--- src/rtl/zero_pattern_gen.sv ---
// Walks a fixed 13-vector table into a zero detector and scores its replies.
// Optional: define ZPG_FIRST_FAIL_EN to add the first_fail index output.
module zero_pattern_gen #(
  parameter int HOLD_CYCLES = 4
) (
  input  logic       clk,
  input  logic       rst_n,
  input  logic       start,
  input  logic       is_zero,
  output logic [7:0] n,
  output logic       busy,
  output logic       done,
  output logic       pass,
  output logic [3:0] err_count,
`ifdef ZPG_FIRST_FAIL_EN
  output logic [3:0] first_fail,
`endif
  output logic [3:0] vec_idx
);

  typedef enum logic [1:0] {
    S_IDLE  = 2'd0,
    S_DRIVE = 2'd1,
    S_DONE  = 2'd2
  } state_t;

  localparam logic [3:0] LP_LAST_CNT = 4'(HOLD_CYCLES - 1);
  localparam logic [3:0] LP_LAST_IDX = 4'd12;

  function automatic logic [7:0] vec_lut(input logic [3:0] i);
    logic [7:0] v;
    case (i)
      4'd0:    v = 8'h01;
      4'd1:    v = 8'h02;
      4'd2:    v = 8'h04;
      4'd3:    v = 8'h08;
      4'd4:    v = 8'h10;
      4'd5:    v = 8'h20;
      4'd6:    v = 8'h40;
      4'd7:    v = 8'h80;
      4'd9:    v = 8'hAA;
      4'd10:   v = 8'h55;
      4'd11:   v = 8'hFF;
      default: v = 8'h00;
    endcase
    return v;
  endfunction

  state_t     r_state;
  logic [7:0] r_n;
  logic [3:0] r_cnt;
  logic [3:0] r_idx;
  logic [3:0] r_err;

  state_t     w_state_nx;
  logic [7:0] w_n_nx;
  logic [3:0] w_cnt_nx;
  logic [3:0] w_idx_nx;
  logic [3:0] w_err_nx;
  logic       w_sample;
  logic       w_expect;
  logic       w_miss;
  logic       w_launch;

  assign w_sample = (r_state == S_DRIVE) && (r_cnt == LP_LAST_CNT);
  assign w_expect = (r_idx == 4'd8) || (r_idx == LP_LAST_IDX);
  assign w_miss   = w_sample && (is_zero != w_expect);
  assign w_launch = start && (r_state != S_DRIVE);

  always_comb begin
    w_state_nx = r_state;
    w_n_nx     = r_n;
    w_cnt_nx   = r_cnt;
    w_idx_nx   = r_idx;
    w_err_nx   = r_err;
    unique case (r_state)
      S_IDLE, S_DONE: begin
        if (start) begin
          w_state_nx = S_DRIVE;
          w_n_nx     = vec_lut(4'd0);
          w_cnt_nx   = 4'd0;
          w_idx_nx   = 4'd0;
          w_err_nx   = 4'd0;
        end
      end
      S_DRIVE: begin
        w_cnt_nx = r_cnt + 4'd1;
        if (w_miss) w_err_nx = r_err + 4'd1;
        if (w_sample) begin
          w_cnt_nx = 4'd0;
          if (r_idx == LP_LAST_IDX) begin
            w_state_nx = S_DONE;
            w_n_nx     = 8'h00;
          end else begin
            w_idx_nx = r_idx + 4'd1;
            w_n_nx   = vec_lut(r_idx + 4'd1);
          end
        end
      end
      default: begin
        w_state_nx = S_IDLE;
        w_n_nx     = 8'h00;
      end
    endcase
  end

  always_ff @(posedge clk or negedge rst_n) begin
    if (!rst_n) begin
      r_state <= S_IDLE;
      r_n     <= 8'h00;
      r_cnt   <= 4'd0;
      r_idx   <= 4'd0;
      r_err   <= 4'd0;
    end else begin
      r_state <= w_state_nx;
      r_n     <= w_n_nx;
      r_cnt   <= w_cnt_nx;
      r_idx   <= w_idx_nx;
      r_err   <= w_err_nx;
    end
  end

`ifdef ZPG_FIRST_FAIL_EN
  logic [3:0] r_first_fail;

  // 4'hF cannot be a vector index, so it doubles as "nothing failed yet"
  always_ff @(posedge clk or negedge rst_n) begin
    if (!rst_n) begin
      r_first_fail <= 4'hF;
    end else if (w_launch) begin
      r_first_fail <= 4'hF;
    end else if (w_miss && (r_first_fail == 4'hF)) begin
      r_first_fail <= r_idx;
    end
  end

  assign first_fail = r_first_fail;
`endif

  assign n         = r_n;
  assign busy      = (r_state == S_DRIVE);
  assign done      = (r_state == S_DONE);
  assign pass      = done && (r_err == 4'd0);
  assign err_count = r_err;
  assign vec_idx   = r_idx;

endmodule

--- config.mk ---
export PLATFORM = sky130hd
export DESIGN_NAME = zero_pattern_gen
export DESIGN_NICKNAME = d
export VERILOG_FILES = /design/src/rtl/zero_pattern_gen.sv
export SDC_FILE = /design/constraint.sdc
export NUM_CORES = 1
export LEC_CHECK = 0
export CAP_MARGIN = 20
export CORE_MARGIN = 1.5
export CORE_UTILIZATION = 45
export DETAILED_ROUTE_END_ITERATION = 7
export HOLD_SLACK_MARGIN = 0.02
export PLACE_DENSITY = 0.76
export RECOVER_POWER = 25
export SETUP_SLACK_MARGIN = 0.3
export SYNTH_ARGS = -nofsm -noshare
export SYNTH_HDL_FRONTEND = slang
export SYNTH_SLANG_ARGS = --single-unit
--- constraint.sdc ---
create_clock -name clk -period 1.91 [get_ports clk]
set_clock_uncertainty 0.05 [all_clocks]
set_input_delay 0.382 -clock clk [delete_from_list [all_inputs] [get_ports clk]]
set_output_delay 0.382 -clock clk [all_outputs]
set_load 0.05 [all_outputs]
==> impl_results.md, run 1 <==
- Outcome: complete, but fails checks
- Failing checks: design-rule violations
- Initial antenna violation count: 0
- Largest family of logic cells by synthesized area: simple AND/OR/NAND/NOR gates
- Worst vdd ir: 1.259 mV
- Clk pwr share: 6.0%
- Crit path launch type: flip-flop
- Die Area: 3344 um^2
- P_int: 2.209 mW
- Syn nets: 163
- Post-synth EDFFs: 0
- Via density: 5.750
- Fmax: 531.2 MHz
- Gr usage total: 24.21%
- Synth cell count leaders: nand2_1, dfrtp_1, nand3_1
- Synth top area cells: dfrtp_1, ha_1, nand2_1, nand3_1, o21ai_1
- Routed len/inst: 17.54 um
- Top cell type's share of synthesized area: 40.70%
- Ys async rst share: 100.0%
- DR pass1 iterations: 8
- CP Data Arrival Time: 2.09 ns
- Placed cells: 204
- Port bufs: 22
- Dpl hpwl: 2427 um
- Synth Register Bits: 22
- CP dominant cell by count: buf_4
- RSZ-0062 raised after global routing: yes
- Worst EP required: 2.12 ns
- Final cell utilization of the core: 79.75%
- Largest area contributor in the netlist: dfrtp_1
- Final Cycle Share: 98.55%
- Vias in the first global route: 1,274
- DRT antenna net count: 0
- Num CTS Buffers: 3
- Clock Tree Root: clkbuf_4
- Power Dens Cells: 1945 nW/um^2
- FP Rows: 19
- Comb pwr share: 72.4%
- Layout Nets: 231
- # DRC: 4
- Die width: 57.83 um
- Clock sinks: 22
- First-pass GRT wire length: 6044 um
- Share of layout cells above drive strength 1: 53.00%
- H-tree levels: 1
- Headroom to the max-slew limit: 69.94%
- Pin count of the biggest net entering global routing: 23
- Switch share: 49.22%
- Synthesized-area fraction occupied by ao, oa, aoi and oai cells: 15.91%
- Crit Path Category: reg -> reg
- Top FF cell, synth: dfrtp_1
- Skew-Pair Late Insertion Delay: 0.31 ns
- Initial DRC count: 84
- Clock slew at reported path FFs: 0.12 ns
- CTS tree: built
- Synth Area in Simple Gates: 25.62%
- Leak Pwr: 1.026 nW
- Post-CTS Hold Fix Bufs: 0
- Count leader, synth: nand2_1
- Critical path's largest stage delay: 0.41 ns
- Placed cell areas: 1762 um^2
- IO Pins: 23
- Post-Layout Cell Count: 248
- Die Ht: 57.83 um
- Class of the worst hold path: in -> async
- Global route overflow: 0
- Core footprint: 2805 um^2
- Post-synthesis area per instance: 9.017 um^2
- Gpl congestion: 0.8811
- Antenna diode count: 0
- Post-synthesis mux area share: 2.313%
- # fillers: 153
- Slowest CP cell: or3b_4
- Endpoints failing setup: 0
- Switching Power: 2.142 mW
- Clock Path Buffers: 2
- Crit-path cells: ha_2 > or3b_4 > nor2_4 > buf_4 > buf_4 > and2_4 > o211ai_1 > nand3_1
- Fin. Hold Viols: 0
- Post-synthesis adder-cell area fraction: 8.326%
- XOR/XNOR Fraction of Synth Area: 3.885%
- Via count: 1,426
- Mapped cell area: 1353 um^2
- Final Total Pwr: 4.351 mW
- Final min period: 1.882 ns
- Synth warn: 0
- Slew Limit Fails: 0
- Final Instance Area: 2237 um^2
- Register area share after synthesis: 40.70%
- Post-synthesis cell type count: 40
- Sequential share of power: 21.7%
- Area Overhead vs Synth: 65.40%
- Routed wire length: 4349 um
- Starting density of the core: 48.22%
- Synthesized instance count: 150
- CP Max Fanout: 8
- Worst setup EP type: flip-flop
- Worst Max-Slew Pin Slew: 0.4493 ns
- Max-cap violations: 0
-- cells by family after synthesis --
family	count (synthesis)
AND/OR/NAND/NOR	66
AO/OA/AOI/OAI	33
flip-flops	22
buffers and inverters	11
adder cells (fa/ha/maj)	9
XOR/XNOR	6
multiplexers	3
-- power groups by stage --
stage | Clock, mW | Combinational [mW] | Sequential, mW
finish | 0.260 | 3.15 | 0.942
global route | 0.278 | 3.32 | 0.970
CTS | 0.262 | 2.62 | 0.962
detailed placement | 0 | 2.21 | 1.01
global placement | 0 | 2.16 | 0.997
floorplan | 0 | 1.19 | 1.40
-- worst paths after layout --
check	startpoint	to	slack [ns]	cells after the start
hold reg to reg	n[3]$_DFFE_PN0P_	n[3]$_DFFE_PN0P_	0.45	2
min in group clk	n[3]$_DFFE_PN0P_	n[3]$_DFFE_PN0P_	0.45	2
setup / recovery	r_cnt[0]$_DFFE_PN0P_	n[6]$_DFFE_PN0P_	0.03	8
setup reg to reg	r_cnt[0]$_DFFE_PN0P_	n[6]$_DFFE_PN0P_	0.03	8
max in group asynchronous	rst_n	vec_idx[1]$_DFFE_PN0P_	1.14	2
hold / removal	rst_n	vec_idx[3]$_DFFE_PN0P_	0.42	2
-- layout make-up --
type / count / area, um^2 / share of cell area (%)
tap: 31 / 38.79 / 1.734
inverter: 6 / 32.53 / 1.454
sequential: 22 / 561.8 / 25.11
timing repair buffer: 68 / 599.3 / 26.79
multi-input combinational: 117 / 968.4 / 43.29
clock buffer: 4 / 36.28 / 1.622
-- routing by layer --
metal  routed length [um]  vias up  GRT usage (%)  part of all wire [%]
li1                     -      661              -                     -
met1                 1683      689          29.64                    39
met2                 2338       64          41.88                    54
met3                  210       12          3.571                   4.8
met4                  116        0          11.30                   2.7
met5                    0        -              0                     0
-- flip-flops by register name, indices dropped and copies added, names as in the netlist --
register	cells
vec_idx	4
n	8
r_state	2
r_cnt	4
err_count	4
-- worst max-delay path, delay by kind of cell (launching register included) --
family	cells	cell delay [ns]
simple gates	4	0.86
flops	1	0.39
buf+inv	2	0.23
compound gates	1	0.12
fa+ha+maj	1	0.18
-- through the flow --
step	hold WS [ns]	setup TNS (ns)	worst slack [ns]
after floorplan	0.03641	0	0.1119
after global placement	0.4231	0	0.07668
after detailed placement	0.4312	-0.003076	-0.003076
after CTS	0.3578	0	0.05272
after global routing	0.4520	-0.07542	-0.01875
final	0.4215	0	0.02762
-- layout by cell type (no fill, tap or decap), drive strengths merged, types with 3 or more instances in the layout --
master and n:
buf 65, o21ai 12, a21oi 6, xnor2 3
nor2 11, nor2b 6, a22o 3, nand3 11
nand2b 3, inv 6, nand2 23, xor2 3
dfrtp 22, clkbuf 4, ha 9
-- repair_timing --
item | 4_1_cts | 5_1_grt
pin swaps | 8 | 14
setup endpoints to repair | 19 | 21
setup buffers | 20 | 20
resized for setup | 16 | 22
gates cloned | 0 | 0
No activity file was read; power rests on OpenSTA's default activity.
==> inputs of run 2 (changes only) <==
--- a/config.mk
+++ b/config.mk
@@ -6,11 +6,13 @@
 export NUM_CORES = 1
 export LEC_CHECK = 0
 export CAP_MARGIN = 20
+export CELL_PAD_IN_SITES_DETAIL_PLACEMENT = 1
+export CELL_PAD_IN_SITES_GLOBAL_PLACEMENT = 1
 export CORE_MARGIN = 1.5
-export CORE_UTILIZATION = 45
+export CORE_UTILIZATION = 35
 export DETAILED_ROUTE_END_ITERATION = 7
 export HOLD_SLACK_MARGIN = 0.02
-export PLACE_DENSITY = 0.76
+export PLACE_DENSITY = 0.83
 export RECOVER_POWER = 25
 export SETUP_SLACK_MARGIN = 0.3
 export SYNTH_ARGS = -nofsm -noshare
==> impl_results.md, run 2 (synthesis results as in run 1) <==
- CP Data Arrival Time: 2.03 ns
- H-tree levels: 1
- Antenna diode count: 0
- Routed len/inst: 19.69 um
- Die Ht: 65.17 um
- Starting density of the core: 36.67%
- R2r worst-path depth: 6
- Skew-Pair Late Insertion Delay: 0.27 ns
- Initial antenna violation count: 0
- CTS tree: built
- Placed cells: 221
- Endpoints failing setup: 1
- Worst setup EP type: flip-flop
- Clock Path Buffers: 2
- Clock sinks: 22
- Crit Path Category: reg -> reg
- RSZ-0062 raised after global routing: yes
- Gr usage total: 22.30%
- Worst EP required: 2.00 ns
- Fmax: 516.6 MHz
- Gpl congestion: 0.8379
- Final Total Pwr: 4.387 mW
- Post-CTS Hold Fix Bufs: 0
- Leak Pwr: 0.9568 nW
- Placed cell areas: 1795 um^2
- Clock Tree Root: clkbuf_8
- CP Max Fanout: 3
- Post-Layout Cell Count: 248
- Via count: 1,365
- Worst R2R Setup Slack: -0.03 ns
- Final worst slack: -0.02587 ns
- Pin count of the biggest net entering global routing: 23
- Initial DRC count: 38
- Vias in the first global route: 1,471
- Share of layout cells above drive strength 1: 47.50%
- Outcome: complete, but fails checks
- # DRC: 0
- Slew Limit Fails: 0
- Final Instance Area: 2175 um^2
- FP Rows: 22
- DRT antenna net count: 0
- DR pass1 iterations: 4
- Fin. Hold Viols: 0
- Layout Nets: 214
- Class of the worst hold path: reg -> reg
- First-pass GRT wire length: 7320 um
- Port bufs: 22
- Routed wire length: 4884 um
- Failing checks: negative setup slack
- Max-cap violations: 0
- Via density: 5.504
- Min Hold Slack: 0.4450 ns
- Commonest non-fill, non-tap cell in the layout: buf_4
- Reg2Reg Capture Point: vec_idx[2]$_DFFE_PN0P_
- Largest register FFs: 8
- Worst vdd ir: 0.8726 mV
- WHS Path Cells: 2
- Power Dens Cells: 2017 nW/um^2
- RR Startpoint: r_cnt[0]$_DFFE_PN0P_
- Global route overflow: 0
- Worst Max-Slew Pin Slew: 0.4298 ns
- Die Area: 4246 um^2
- Dpl hpwl: 2955 um
- Most frequent cells in the layout: buf_4, nand2_1, dfrtp_1
- Hold Crit Endpoint: n[2]$_DFFE_PN0P_
- Core footprint: 3689 um^2
- Final min period: 1.936 ns
- Final Cycle Share: 101.4%
- Clock slew at reported path FFs: 0.09 ns
- Die width: 65.17 um
- IO Pins: 23
- Headroom to the max-slew limit: 71.35%
- Area Overhead vs Synth: 60.78%
- Hold Crit Start: n[2]$_DFFE_PN0P_
- Crit path launch type: flip-flop
- Num CTS Buffers: 3
[run 2: cell count changes in the layout (fill, tap and decap cells not counted), moves of 2 or more]
cell	previous run	this run
buf_4	55	37
clkbuf_4	3	0
buf_12	5	7
clkbuf_8	1	3
o21ai_1	8	6
[run 2: metrics by stage]
stage / setup TNS [ns] / util (%) / worst slack, ns
after floorplan: 0 / - / 0.1119
final: -0.02587 / 58.96 / -0.02587
after detailed placement: -0.09140 / 48.68 / -0.04749
after global placement: 0 / 48.68 / 0.07221
after CTS: 0 / 55.02 / 0.04166
after global routing: -0.03957 / 58.96 / -0.03957
[run 2: layout make-up]
type                            instances  area [um^2]
Clock buffer                            3        41.29
Inverter                                6        30.03
Sequential cell                        22        561.8
Fill cell                             415         1514
Timing Repair Buffer                   51        493.0
Tap cell                               48        60.06
Multi-Input combinational cell        117        958.4
Clock inverter                          1        30.03
[run 2: per-layer routing]
metal	global-route usage (%)	wire length [um]	up-vias
met5	0	0	-
met1	23.80	1860	697
met4	5.729	86	0
met2	44.13	2809	31
met3	4.281	128	10
li1	-	-	627
[run 2: timing repair]
item,4_1_cts,5_1_grt
pin swaps,10,10
endpoints found under the setup margin,20,22
buffers inserted,13,10
gates resized for setup,18,14
[run 2: report_power, final]
group          switching [mW]  leakage, nW  internal [mW]
registers               0.343        0.270          0.679
clock network           0.166       0.0357          0.280
logic                    1.66        0.651           1.26
total                    2.17        0.957           2.22
[run 2: worst max-delay path by stage]
stage	startpoint	endpoint	slack, ns	cells after the start
2_1_floorplan	r_cnt[0]$_DFFE_PN0P_	vec_idx[2]$_DFFE_PN0P_	0.11	6
3_3_place_gp	r_cnt[0]$_DFFE_PN0P_	vec_idx[2]$_DFFE_PN0P_	0.07	6
3_5_place_dp	r_cnt[0]$_DFFE_PN0P_	vec_idx[2]$_DFFE_PN0P_	-0.05	6
4_1_cts	r_cnt[1]$_DFFE_PN0P_	vec_idx[2]$_DFFE_PN0P_	0.04	6
5_1_grt	r_cnt[0]$_DFFE_PN0P_	vec_idx[2]$_DFFE_PN0P_	-0.04	6
6_report	r_cnt[0]$_DFFE_PN0P_	vec_idx[2]$_DFFE_PN0P_	-0.03	6
[run 2: critical path, stage by stage, from the launching register on]
cell and delay (ns):
dfrtp_1 0.43, ha_4 0.17, or3b_4 0.41, nor2_4 0.15, nand2_2 0.10, o2bb2ai_4 0.14, a221o_1 0.35
==> inputs of run 3 (changes only) <==
--- a/config.mk
+++ b/config.mk
@@ -5,12 +5,12 @@
 export SDC_FILE = /design/constraint.sdc
 export NUM_CORES = 1
 export LEC_CHECK = 0
-export CAP_MARGIN = 20
 export CELL_PAD_IN_SITES_DETAIL_PLACEMENT = 1
 export CELL_PAD_IN_SITES_GLOBAL_PLACEMENT = 1
 export CORE_MARGIN = 1.5
 export CORE_UTILIZATION = 35
 export DETAILED_ROUTE_END_ITERATION = 7
+export GPL_ROUTABILITY_DRIVEN = 0
 export HOLD_SLACK_MARGIN = 0.02
 export PLACE_DENSITY = 0.83
 export RECOVER_POWER = 25
==> results of run 3 <==
Final layout, timing and power as in run 2 (identical DEF).
